### config.mk
export PLATFORM = sky130hd
export DESIGN_NAME = beta_rf_wb_arbiter
export DESIGN_NICKNAME = d
export VERILOG_FILES = /design/src/rtl/beta_rf_wb_arbiter.sv
export SDC_FILE = /design/constraint.sdc
export NUM_CORES = 1
export LEC_CHECK = 0
export BUFFER_PORTS_ARGS = -buffer_cell sky130_fd_sc_hd__buf_2
export CELL_PAD_IN_SITES_DETAIL_PLACEMENT = 2
export CELL_PAD_IN_SITES_GLOBAL_PLACEMENT = 2
export CORE_MARGIN = 4
export CORE_UTILIZATION = 30
export DETAILED_ROUTE_END_ITERATION = 16
export HOLD_SLACK_MARGIN = 0.03
export PLACE_DENSITY_LB_ADDON = 0.1
export SYNTH_ARGS = -nofsm -noshare
export SYNTH_HDL_FRONTEND = slang
export SYNTH_SLANG_ARGS = --single-unit
### constraint.sdc
create_clock -name clk_i -period 6.15 [get_ports clk_i]
set_input_delay 0 -clock clk_i [delete_from_list [all_inputs] [get_ports clk_i]]
set_output_delay 0 -clock clk_i [all_outputs]
set_load 0.02 [all_outputs]
### src/rtl/beta_rf_wb_arbiter.sv
// -----------------------------------------------------------------------------
// beta_rf_wb_arbiter
//
// Writeback arbiter and register scoreboard for the beta core's single write
// port register file. Up to NumReq producers request a writeback. One request
// is granted per cycle, round-robin, and the grant is latched into a registered
// output stage that drives the register file write port. A 32-entry scoreboard
// records which architectural registers still have a producer in flight. Issue
// logic uses it to stall on RAW/WAW hazards or to forward the in-flight write.
//
// Ports
//   clk_i, rstn_i      clock; asynchronous active-low reset
//   req_valid_i        per-requester writeback pending
//   req_rd_addr_i      packed 5-bit destination registers, slice i = [5i+4:5i]
//   req_wdata_i        packed write data, slice i = [DataWidth*i +: DataWidth]
//   req_ready_o        one-hot grant (combinational)
//   rf_wr_en_o         register file write enable (registered)
//   rf_rd_addr_o       register file write address (registered)
//   rf_rd_wdata_o      register file write data (registered)
//   issue_valid_i      issue stage wants to reserve issue_rd_addr_i
//   issue_rd_addr_i    destination register being reserved
//   issue_ready_o      reservation accepted this cycle
//   rs1/rs2_addr_i     source operands of the instruction in issue
//   rs1/rs2_busy_o     operand still has a producer in flight (stall)
//   rs1/rs2_fwd_o      operand available only from rf_rd_wdata_o this cycle
//   busy_o             scoreboard vector, bit 0 always 0
// -----------------------------------------------------------------------------
module beta_rf_wb_arbiter #(
   parameter int DataWidth = 32,
   parameter int NumReq    = 3
) (
   input  logic                        clk_i,
   input  logic                        rstn_i,
   input  logic [NumReq-1:0]           req_valid_i,
   input  logic [NumReq*5-1:0]         req_rd_addr_i,
   input  logic [NumReq*DataWidth-1:0] req_wdata_i,
   output logic [NumReq-1:0]           req_ready_o,
   output logic                        rf_wr_en_o,
   output logic [4:0]                  rf_rd_addr_o,
   output logic [DataWidth-1:0]        rf_rd_wdata_o,
   input  logic                        issue_valid_i,
   input  logic [4:0]                  issue_rd_addr_i,
   output logic                        issue_ready_o,
   input  logic [4:0]                  rs1_addr_i,
   input  logic [4:0]                  rs2_addr_i,
   output logic                        rs1_busy_o,
   output logic                        rs2_busy_o,
   output logic                        rs1_fwd_o,
   output logic                        rs2_fwd_o,
   output logic [31:0]                 busy_o
);

   localparam int PtrW = (NumReq > 1) ? $clog2(NumReq) : 1;
   localparam logic [PtrW-1:0] LastIdx = PtrW'(NumReq - 1);

   // Unpack the flat request buses into per-requester arrays.
   logic [4:0]           rd_arr    [NumReq];
   logic [DataWidth-1:0] wdata_arr [NumReq];

   generate
      for (genvar gi = 0; gi < NumReq; gi++) begin : g_unpack
         assign rd_arr[gi]    = req_rd_addr_i[5*gi +: 5];
         assign wdata_arr[gi] = req_wdata_i[DataWidth*gi +: DataWidth];
      end
   endgenerate

   // ---------------------------------------------------------------------
   // Round-robin arbitration
   // ---------------------------------------------------------------------
   logic [PtrW-1:0] rr_q;
   logic [PtrW-1:0] rr_next;
   logic [PtrW-1:0] grant_idx;
   logic [PtrW-1:0] cand;
   logic            grant_any;

   // Scan NumReq candidates starting at rr_q; the first valid one wins.
   always_comb begin
      grant_any = 1'b0;
      grant_idx = '0;
      cand      = '0;
      for (int off = 0; off < NumReq; off++) begin
         if (int'(rr_q) + off >= NumReq) begin
            cand = PtrW'(int'(rr_q) + off - NumReq);
         end else begin
            cand = PtrW'(int'(rr_q) + off);
         end
         if (!grant_any && req_valid_i[cand]) begin
            grant_any = 1'b1;
            grant_idx = cand;
         end
      end
   end

   assign req_ready_o = grant_any ? (NumReq'(1) << grant_idx) : '0;

   always_comb begin
      rr_next = rr_q;
      if (grant_any) begin
         rr_next = (grant_idx == LastIdx) ? '0 : grant_idx + 1'b1;
      end
   end

   // ---------------------------------------------------------------------
   // Scoreboard
   // ---------------------------------------------------------------------
   logic [31:0] busy_q;
   logic [31:0] clr_mask;
   logic [31:0] set_mask;
   logic [31:0] busy_set_view;
   logic [31:0] busy_next;

   // A register retiring this cycle may be reserved again in the same cycle;
   // applying the set after the clear makes the new producer win.
   assign clr_mask      = rf_wr_en_o ? (32'd1 << rf_rd_addr_o) : 32'd0;
   assign busy_set_view = busy_q & ~clr_mask;
   assign issue_ready_o = issue_valid_i &
                          ((issue_rd_addr_i == 5'd0) | ~busy_set_view[issue_rd_addr_i]);
   assign set_mask      = (issue_ready_o && (issue_rd_addr_i != 5'd0)) ?
                          (32'd1 << issue_rd_addr_i) : 32'd0;
   assign busy_next     = (busy_set_view | set_mask) & ~32'd1;

   // Operand status: a register being written this cycle is readable only
   // through the forward path, so it is reported as forwardable, not busy.
   assign rs1_fwd_o  = rf_wr_en_o & (rf_rd_addr_o == rs1_addr_i) & (rs1_addr_i != 5'd0);
   assign rs2_fwd_o  = rf_wr_en_o & (rf_rd_addr_o == rs2_addr_i) & (rs2_addr_i != 5'd0);
   assign rs1_busy_o = busy_q[rs1_addr_i] & ~rs1_fwd_o;
   assign rs2_busy_o = busy_q[rs2_addr_i] & ~rs2_fwd_o;
   assign busy_o     = busy_q;

   // ---------------------------------------------------------------------
   // State and registered write port
   // ---------------------------------------------------------------------
   always_ff @(posedge clk_i or negedge rstn_i) begin
      if (!rstn_i) begin
         rr_q          <= '0;
         busy_q        <= '0;
         rf_wr_en_o    <= 1'b0;
         rf_rd_addr_o  <= '0;
         rf_rd_wdata_o <= '0;
      end else begin
         rr_q   <= rr_next;
         busy_q <= busy_next;
         if (grant_any) begin
            // x0 writebacks take their turn but never write.
            rf_wr_en_o    <= (rd_arr[grant_idx] != 5'd0);
            rf_rd_addr_o  <= rd_arr[grant_idx];
            rf_rd_wdata_o <= wdata_arr[grant_idx];
         end else begin
            rf_wr_en_o <= 1'b0;
         end
      end
   end

endmodule

Yosys cells after proc, flatten, opt, wreduce, memory -nomap -nowiden
Cells that the tools add are included.

Register bits after elaboration: 71. Bits in latches: 0. Memory bits (writable): 0. Bits in read-only memories: 0. Input bits: 132. Output and inout port bits: 78. Memories: 0.

Add/subtract/negate cells: 6. $mul: 0. Div/mod/pow operators: 0. Magnitude comparators: 10. Eq/ne operators: 3. Shift operators: 3. Muxes and demuxes: 32. Bitwise operators: 15. Reduce and logical (&&, ||, !) cells: 10.

Operators with widths (count): $mux 32 (4); $bmux 32 s2 (1); $shl 1x5->32 const A (2); $and 32x32->32 (1); $not 32->32 (1); $or 32x32->32 (1); $reduce_bool 5->1 (4); $lt 5x6->1 const B (3); $bmux 1 s5 (3); $mux 2 (7); $bmux 5 s2 (1); $eq 5x5->1 (2); $mux 1 (10); $mux 5 (2); $lt 2x3->1 const B (3); $and 1x1->1 (7); $bmux 1 s2 (3); $ge 3x2->1 const B (2); $logic_not 5->1 (1); $sub 2x1->2 const B (2); $add 2x1->3 const B (1); $add 2x2->3 const B (1); $ge 3x3->1 const B (1); $logic_and 1x1->1 (3); 10 further kinds (13).

Depth between registers and ports, before layout
Gate-level depths: netlist of the first run.

Depth after elaboration: 17. Mapped depth: 10. Depth with buffers taken out: 8.

Worst setup path after synthesis of the first run
Ideal clock, no wire load.

Path type: register to register. From: register rr_q[0]. To: register rf_wr_en_o. Setup time: 0.142 ns. Arrival time: 2.103 ns. Setup slack: 3.906 ns. Stages on the path, launching flop included: 10. Path buffers: 1. Clock period less this slack: 2.244 ns. Cell sequence: dfrtp_1 > inv_1 > ha_1 > or3b_1 > o31a_1 > and2_4 > buf_2 > a22o_1 > a211oi_1 > a41oi_1.

Cells in the longest elaborated chain, start to end: 17. Elaborated cells on any way between the ends: 33. Those cells by class: add/sub (5); order compare (3); mux (19); bitwise (1); reduce/logical (5).

Ends and longest elaborated chain: start, declared (line 70) `logic [PtrW-1:0] rr_q;`; start signal, assigned (line 141) `rr_q <= rr_next;`; branches (longest 16 deep; another with $add 2x1->3); $mux 1 * (line 143) `if (grant_any) begin`; end signal, assigned (line 145) `rf_wr_en_o <= (rd_arr[grant_idx] != 5'd0);`; end, declared (line 38) `output logic rf_wr_en_o,`.

Mark *: on every way between the ends. The select of a mux whose other input is x is not followed. A chain may end at the register's enable or synchronous reset.

Final worst setup path of the first run
From: register rr_q[0]. To: register rf_rd_wdata_o[5].

Cells in the longest elaborated chain, start to end: 15. Elaborated cells on any way between the ends: 31. Those cells by class: add/sub (5); order compare (3); mux (18); bitwise (1); reduce/logical (4).

Ends and longest elaborated chain: branches (longest 15 deep; another with $add 2x1->3); end signal, assigned (line 147) `rf_rd_wdata_o <= wdata_arr[grant_idx];`; end, declared (line 40) `output logic [DataWidth-1:0] rf_rd_wdata_o,`.

Parallel ways; which one is timed is not known. The select of a mux whose other input is x is not followed.

==> summary.txt, run 1 <==
Run status
  – Outcome: finished, final reports clean

Routing
  – Via Count: 5,222
  – DRC violations left: 0
  – WL final: around 23,000 µm
  – Post-DR vias/cell: slightly below 6
  – Antenna Nets Post-Route: 0
  – Wirelength per Cell: 24.9 µm
  – 1st-iter DRT viols: a little under 400
  – DRT Pass-1 Iters: 6

STA
  – Slew Limit Fails: 0
  – Setup_tns: 0 ns
  – Fmax achieved: ~0.25 GHz
  – Final Hold Viols: 0
  – RSZ-0062 raised after global routing: no
  – Tcrit/Tclk final: 0.641
  – Fin crit period: ~3.9 ns
  – Worst-Margin Slew: about 1.1 ns
  – Setup violators final: 0
  – Slew HR: 0.295
  – Clk_skew: 0.00886 ns

Yosys
  – Synthesized cell area: roughly 4600 µm²
  – Synth top area share: 0.386
  – Synth unique cells: between 60 and 70
  – Mean Syn Cell Area: 9.92 µm²
  – #FFs+latches synth: between 70 and 80
  – Seq/Total Area, Yosys: 0.386
  – Top area cells in the synthesized netlist: dfrtp_1, mux4_2, nand2_1, a222oi_1, o21ai_0
  – Synth warn: 0
  – Cells after Synth: between 400 and 500
  – Prevailing post-synth register cell: dfrtp_1
  – Post-synthesis async set-or-reset flop share: 1.00
  – Synth area leader: dfrtp_1
  – Mapped Nets: between 500 and 600
  – Post-synth EDFFs: 0

Clock network
  – CTS tree: done
  – Clock Sinks: 71
  – Number of setup buffers added after CTS: 0
  – CTS buffer count: 9
  – Worst-path clk slew: about 0.060 ns
  – Max clock buf depth: 2
  – Clk_lat worst skew: 0.35 ns
  – CTS H-tree depth: 3
  – Root Driver: clkbuf_16

Global routing
  – Initial antenna violation count: 2
  – Overflow after GRT: 0
  – GRT Overall Usage: 0.259
  – First-pass GRT wire length: roughly 35,000 µm
  – Largest net degree at the start of global routing: approximately 70
  – Vias in the first global route: 5,966

Critical path
  – Crit Path Class: flip-flop to flip-flop
  – Worst Setup End Kind: flip-flop
  – WP data required: ~6.4 ns
  – Startpoint types: flip-flop
  – Crit path max fanout: 27
  – Arrival @ worst endpoint: about 4.2 ns

Floorplan
  – Core Rows: 44
  – Overall die height: roughly 130 µm
  – Core area: between 10,000 and 15,000 µm²
  – Die width: approximately 130 µm
  – Initial core utilization: 0.312
  – Die ar.: between 15,000 and 20,000 µm²
  – Io pins: 210

Pwr
  – Seq pwr share: 0.276
  – Cell area power density: ~570 nW/µm²
  – Pleak: just over 3 nW
  – Comb power frac: 0.572
  – Cell Int Power: ~0.0020 W
  – Switching part of the total power: 0.472
  – Sw power: 0.00181 W
  – Peak VDD IR: 0.238 mV
  – Proportion of power drawn by the clock network: 0.152

Finish
  – Finished Core Util: 0.452
  – P&R area growth vs syn: 44.9%
  – Nets: between 800 and 900
  – Final std cells w/o fill: roughly 900
  – N_diodes: 0
  – Share of cells above drive strength 1: 0.378

Placed design
  – Detail Placement HPWL: 15,200 µm
  – Gpl congestion: roughly 0.84
  – Port bufs: about 210
  – Dpl cells: just over 800

Run
  – Max_cap viols: 0

Worst hold path
  – HP Class: input pin to flip-flop
==> timing repair <==
| action | in CTS | in global routing |
|---|---|---|
| hold buffers | 66 | 0 |
| endpoints found under the hold margin | 108 | 0 |
| resized for setup | 0 | 0 |
==> per-stage QoR <==
stage               power (W)  cell area (µm²)  hold slack, ns  worst slack (ns)
floorplan             0.00226             4600          -0.296              3.91
global placement      0.00285             5690           0.197              3.01
detailed placement    0.00294             5690           0.209              2.88
CTS                   0.00378             6670          0.0313              2.34
global route          0.00410             6670          0.0697              1.96
finish                0.00383             6670          0.0474              2.21
==> area by class of cell <==
cell class                 instances  area [µm²]
inverter                           7        26.3
multi-input combinational        349        2590
timing repair buffer             277        1720
clock buffer                      10         239
tap                              184         230
fill                            1621        8090
clock inverter                     5        81.3
sequential                        71        1780
==> synth_stat cells (8+ instances only) <==
master	n
nand2_1	78
dfrtp_1	71
o21ai_0	39
a222oi_1	25
o21ai_1	24
mux4_2	23
clkbuf_1	15
a21oi_1	12
nor2_1	11
buf_2	10
nand2b_1	10
o31ai_1	10
a22o_1	9
o41ai_1	8
==> per-layer routing <==
metal | vias up | track usage | part of all wire
li1 | 2300 | - | -
met1 | 2672 | 0.301 | 0.39
met2 | 206 | 0.466 | 0.52
met3 | 40 | 0.0672 | 0.062
met4 | 4 | 0.0828 | 0.023
met5 | - | 0 | 0.00093
==> path summary, 6_finish.rpt <==
kind / start / to / slack, ns / cells after the start
max in group asynchronous: rstn_i / busy_o[18]$_DFF_PN0_ / 5.09 / 3
min in group asynchronous: rstn_i / rf_rd_wdata_o[14]$_DFFE_PN0P_ / 0.44 / 3
min reg2reg: rf_rd_wdata_o[14]$_DFFE_PN0P_ / rf_rd_wdata_o[14]$_DFFE_PN0P_ / 0.49 / 2
max: rr_q[0]$_DFFE_PN0P_ / rf_rd_wdata_o[5]$_DFFE_PN0P_ / 2.21 / 10
min: req_wdata_i[92] / rf_rd_wdata_o[28]$_DFFE_PN0P_ / 0.05 / 4
max reg2reg: rr_q[0]$_DFFE_PN0P_ / rf_rd_wdata_o[5]$_DFFE_PN0P_ / 2.21 / 10
==> power groups by stage <==
stage / Clock [W] / Combinational, W / Sequential (W)
after global routing: 0.000622 / 0.00238 / 0.00110
after detailed placement: 0 / 0.00189 / 0.00105
final: 0.000582 / 0.00219 / 0.00106
after floorplan: 0 / 0.00109 / 0.00117
after CTS: 0.000591 / 0.00214 / 0.00105
after global placement: 0 / 0.00182 / 0.00104
==> registers in the layout (all words and copies together) (netlist names) <==
name	cells
rr_q	2
rf_rd_wdata_o	32
rf_rd_addr_o	5
rf_wr_en_o	1
busy_o	31
==> critical path, stage by stage, from the launching register on <==
cell and delay (ns):
dfrtp_1 0.37, inv_1 0.07, ha_1 0.38, nor2b_1 0.20, o211a_1 0.25, or2_1 0.50, buf_4 0.35, nor3_4 0.82
nand2_1 0.19, nand2_1 0.13, dlygate4sd3_1 0.58
==> cell families after synthesis <==
kind of cell,after synthesis,share of synthesized area
xor gates and xnor gates,9,0.0171
AOI/OAI and AO/OA,159,0.250
adders and majority gates,3,0.00789
other,1,0.000815
buffers and inverters,44,0.0509
muxes,31,0.131
DFF,71,0.386
and+or+nand+nor,146,0.156
==> cells in the final DEF, fill, tap and decap left out, types with 4 or more instances in the layout <==
master,instances
nand2b_1,10
o41ai_1,8
nand2_1,78
mux4_2,23
a222oi_1,25
nor4_1,4
a22o_1,9
buf_2,208
inv_1,6
dlygate4sd3_1,66
dfrtp_1,71
mux2i_1,4
o31ai_1,10
nor2_1,11
a22oi_1,4
xnor2_1,7
or2_2,5
o21ai_1,24
nand3_1,6
or3_1,6
mux2_2,4
o21ai_0,39
clkbuf_16,9
a21oi_1,12
Note: power is estimated with default switching activity, not from simulation.
==> run 2, diff against run 1 <==
Settings changed: CORE_UTILIZATION 30 to 27.
Clock period 6.15 ns to 3.95 ns, I/O delays scaled along.
==> run 2 against run 1 <==
  * Clock-buffer cell count increased by 2
  * Sequential cell count unchanged
  * Sequential power increased by 52%
  * Sequential share of layout area decreased by 0.36 points
  * Setup slack got worse by 2.0 ns
  * Non-clock buffer count increased by 2
  * Critical path depth unchanged
  * First-iteration DRC count decreased by 10%
  * Clock skew decreased by 0.0012 ns
  * Core utilization decreased by 4.6 points
  * Final area increased by 1.4%
  * Largest power group unchanged
==> summary.txt, run 2 (same netlist as run 1, synthesis figures left out) <==
Pwr
  – Peak VDD IR: 0.320 mV (+34%)
  – Power, Total: 0.00600 W (+57%)
  – Pleak: 3.03 nW (+0.57%)
  – Cell area power density: 888 nW/µm² (+55%)

STA
  – Slew Limit Fails: 0 (unchanged)
  – RSZ-0062 raised after global routing: no
  – Worst-Margin Slew: 1.00 ns (-0.0515 ns)
  – Clk_skew: 0.00764 ns (-0.00122 ns)
  – Final Hold Viols: 0 (unchanged)
  – Tcrit/Tclk final: 0.939 (+0.298)
  – Slew HR: 0.332 (+0.0366)
  – Setup_tns: 0 ns (unchanged)
  – Fmax achieved: 0.270 GHz (+6.3%)
  – Setup violators final: 0 (unchanged)
  – Fin crit period: 3.71 ns (-0.234 ns)

Clock network
  – CTS buffer count: 9 (unchanged)
  – Clock Sinks: 71 (unchanged)
  – Root Driver: clkbuf_16
  – CTS H-tree depth: 3 (unchanged)
  – Post-CTS resize count: 0 (unchanged)
  – CTS tree: done
  – Number of setup buffers added after CTS: 0 (unchanged)
  – Worst-path clk slew: 0.06 ns (about the same)
  – Max clock buf depth: 2 (unchanged)
  – Clk_lat worst skew: 0.35 ns (about the same)

Routing
  – DRC violations left: 0 (unchanged)
  – DRT Pass-1 Iters: 7 (+1)
  – Antenna Nets Post-Route: 0 (unchanged)
  – Via Count: 5,264 (+0.80%)
  – Post-DR vias/cell: 5.59 (-3.4%)
  – WL final: 22,600 µm (+0.40%)
  – Wirelength per Cell: 24.0 µm (-3.8%)
  – 1st-iter DRT viols: 348 (-10%)

Global routing
  – GRT Overall Usage: 0.234 (-0.0255)
  – First-pass GRT wire length: 35,500 µm (+0.39%)
  – Largest net degree at the start of global routing: 72 (unchanged)
  – Vias in the first global route: 5,937 (-0.49%)
  – Initial antenna violation count: 2 (unchanged)
  – Overflow after GRT: 0 (unchanged)

Placed design
  – Port bufs: 208 (unchanged)
  – Detail Placement HPWL: 15,400 µm (+1.4%)
  – Gpl congestion: 0.846 (about the same)

Critical path
  – Crit path max fanout: 21 (-22%)
  – WP data required: 4.17 ns (-2.25 ns)
  – Worst Setup End Kind: flip-flop
  – Arrival @ worst endpoint: 3.93 ns (-0.28 ns)
  – Startpoint types: flip-flop
  – Crit Path Class: flip-flop to flip-flop

Finish
  – Max reg flops: 32 (unchanged)
  – Most frequent cells in the layout: buf_2, nand2_1, dfrtp_1
  – P&R area growth vs syn: 46.9%
  – Commonest non-fill, non-tap cell in the layout: buf_2
  – N_diodes: 0 (unchanged)
  – Share of cells above drive strength 1: 0.378 (about the same)
  – Reg with most FFs: rf_rd_wdata_o
  – Nets: 851 (+0.24%)
  – Fill cells: 1,828 (+13%)

Floorplan
  – Die width: 139 µm (+5.1%)
  – Core Rows: 47 (+6.8%)
  – Io pins: 210 (unchanged)
  – Core area: 16,600 µm² (+13%)
  – Initial core utilization: 0.276 (-0.0354)
  – Overall die height: 139 µm (+5.1%)
  – Die ar.: 19,200 µm² (+10%)

Run
  – Max_cap viols: 0 (unchanged)

Run status
  – Outcome: finished, final reports clean

Worst hold path
  – HP Class: input pin to flip-flop
[run 2: cell types whose count changed in the layout (fill, tap and decap cells not counted), sizes merged]
cell / change
clkbuf: +2
dlygate4sd3: +2
inv: -1
[run 2: critical path, cell delays in order (launching register included)]
cell           delay [ns]
dfrtp_1              0.37
inv_1                0.05
ha_1                 0.38
nor2b_1              0.18
o211a_1              0.22
or2_1                0.55
buf_4                0.37
a222oi_1             0.24
dlygate4sd3_1        0.59
nand2_1              0.06
dlygate4sd3_1        0.57
[run 2: worst paths after layout]
kind / start / endpoint / slack (ns) / depth (start not counted)
worst min-delay path: req_wdata_i[78] / rf_rd_wdata_o[14]$_DFFE_PN0P_ / 0.06 / 4
min in group asynchronous: rstn_i / rf_rd_wdata_o[6]$_DFFE_PN0P_ / 0.32 / 2
worst min register to register: rf_rd_wdata_o[28]$_DFFE_PN0P_ / rf_rd_wdata_o[28]$_DFFE_PN0P_ / 0.49 / 2
worst max register to register: rr_q[0]$_DFFE_PN0P_ / rf_rd_wdata_o[10]$_DFFE_PN0P_ / 0.24 / 10
worst max-delay path: rr_q[0]$_DFFE_PN0P_ / rf_rd_wdata_o[10]$_DFFE_PN0P_ / 0.24 / 10
max in group asynchronous: rstn_i / busy_o[13]$_DFF_PN0_ / 2.94 / 2
[run 2: power breakdown]
| group | total, W | switching (W) | internal (W) |
|---|---|---|---|
| Combinational | 0.00344 | 0.00193 | 0.00150 |
| Clock | 0.000961 | 0.000355 | 0.000607 |
| Sequential | 0.00161 | 0.000502 | 0.00110 |
| Total | 0.00600 | 0.00279 | 0.00321 |
[run 2: per-stage QoR]
step	util	instances	instance area [µm²]	hold slack, ns	setup WS (ns)
floorplan	-	464	4600	-0.296	1.71
global placement	0.345	858	5730	0.196	1.25
detailed placement	0.345	858	5730	0.210	1.13
CTS	0.406	942	6760	0.0302	0.317
global route	0.406	942	6760	0.0671	0.000763
finish	0.406	942	6760	0.0566	0.240
[run 2: layout make-up]
type / count / area [µm²] / area share
multi-input cells: 349 / 2590 / 0.383
flip-flops and latches: 71 / 1780 / 0.263
repair buffers: 279 / 1750 / 0.258
well taps: 220 / 275 / 0.0407
clock buffers: 12 / 267 / 0.0394
clock inverters: 4 / 76.3 / 0.0113
inverters: 7 / 26.3 / 0.00389
[run 2: timing repair]
action,4_1_cts,5_1_grt
hold buffers,68,0
endpoints found under the hold margin,108,0
endpoints found under the setup margin,0,0
[run 2: metal layers]
metal / GRT usage / wire (µm) / vias up
met3: 0.0610 / 1550 / 30
met4: 0.0723 / 366 / 4
met2: 0.425 / 11900 / 208
li1: - / - / 2306
met1: 0.268 / 8770 / 2716
met5: 0 / 27 / -
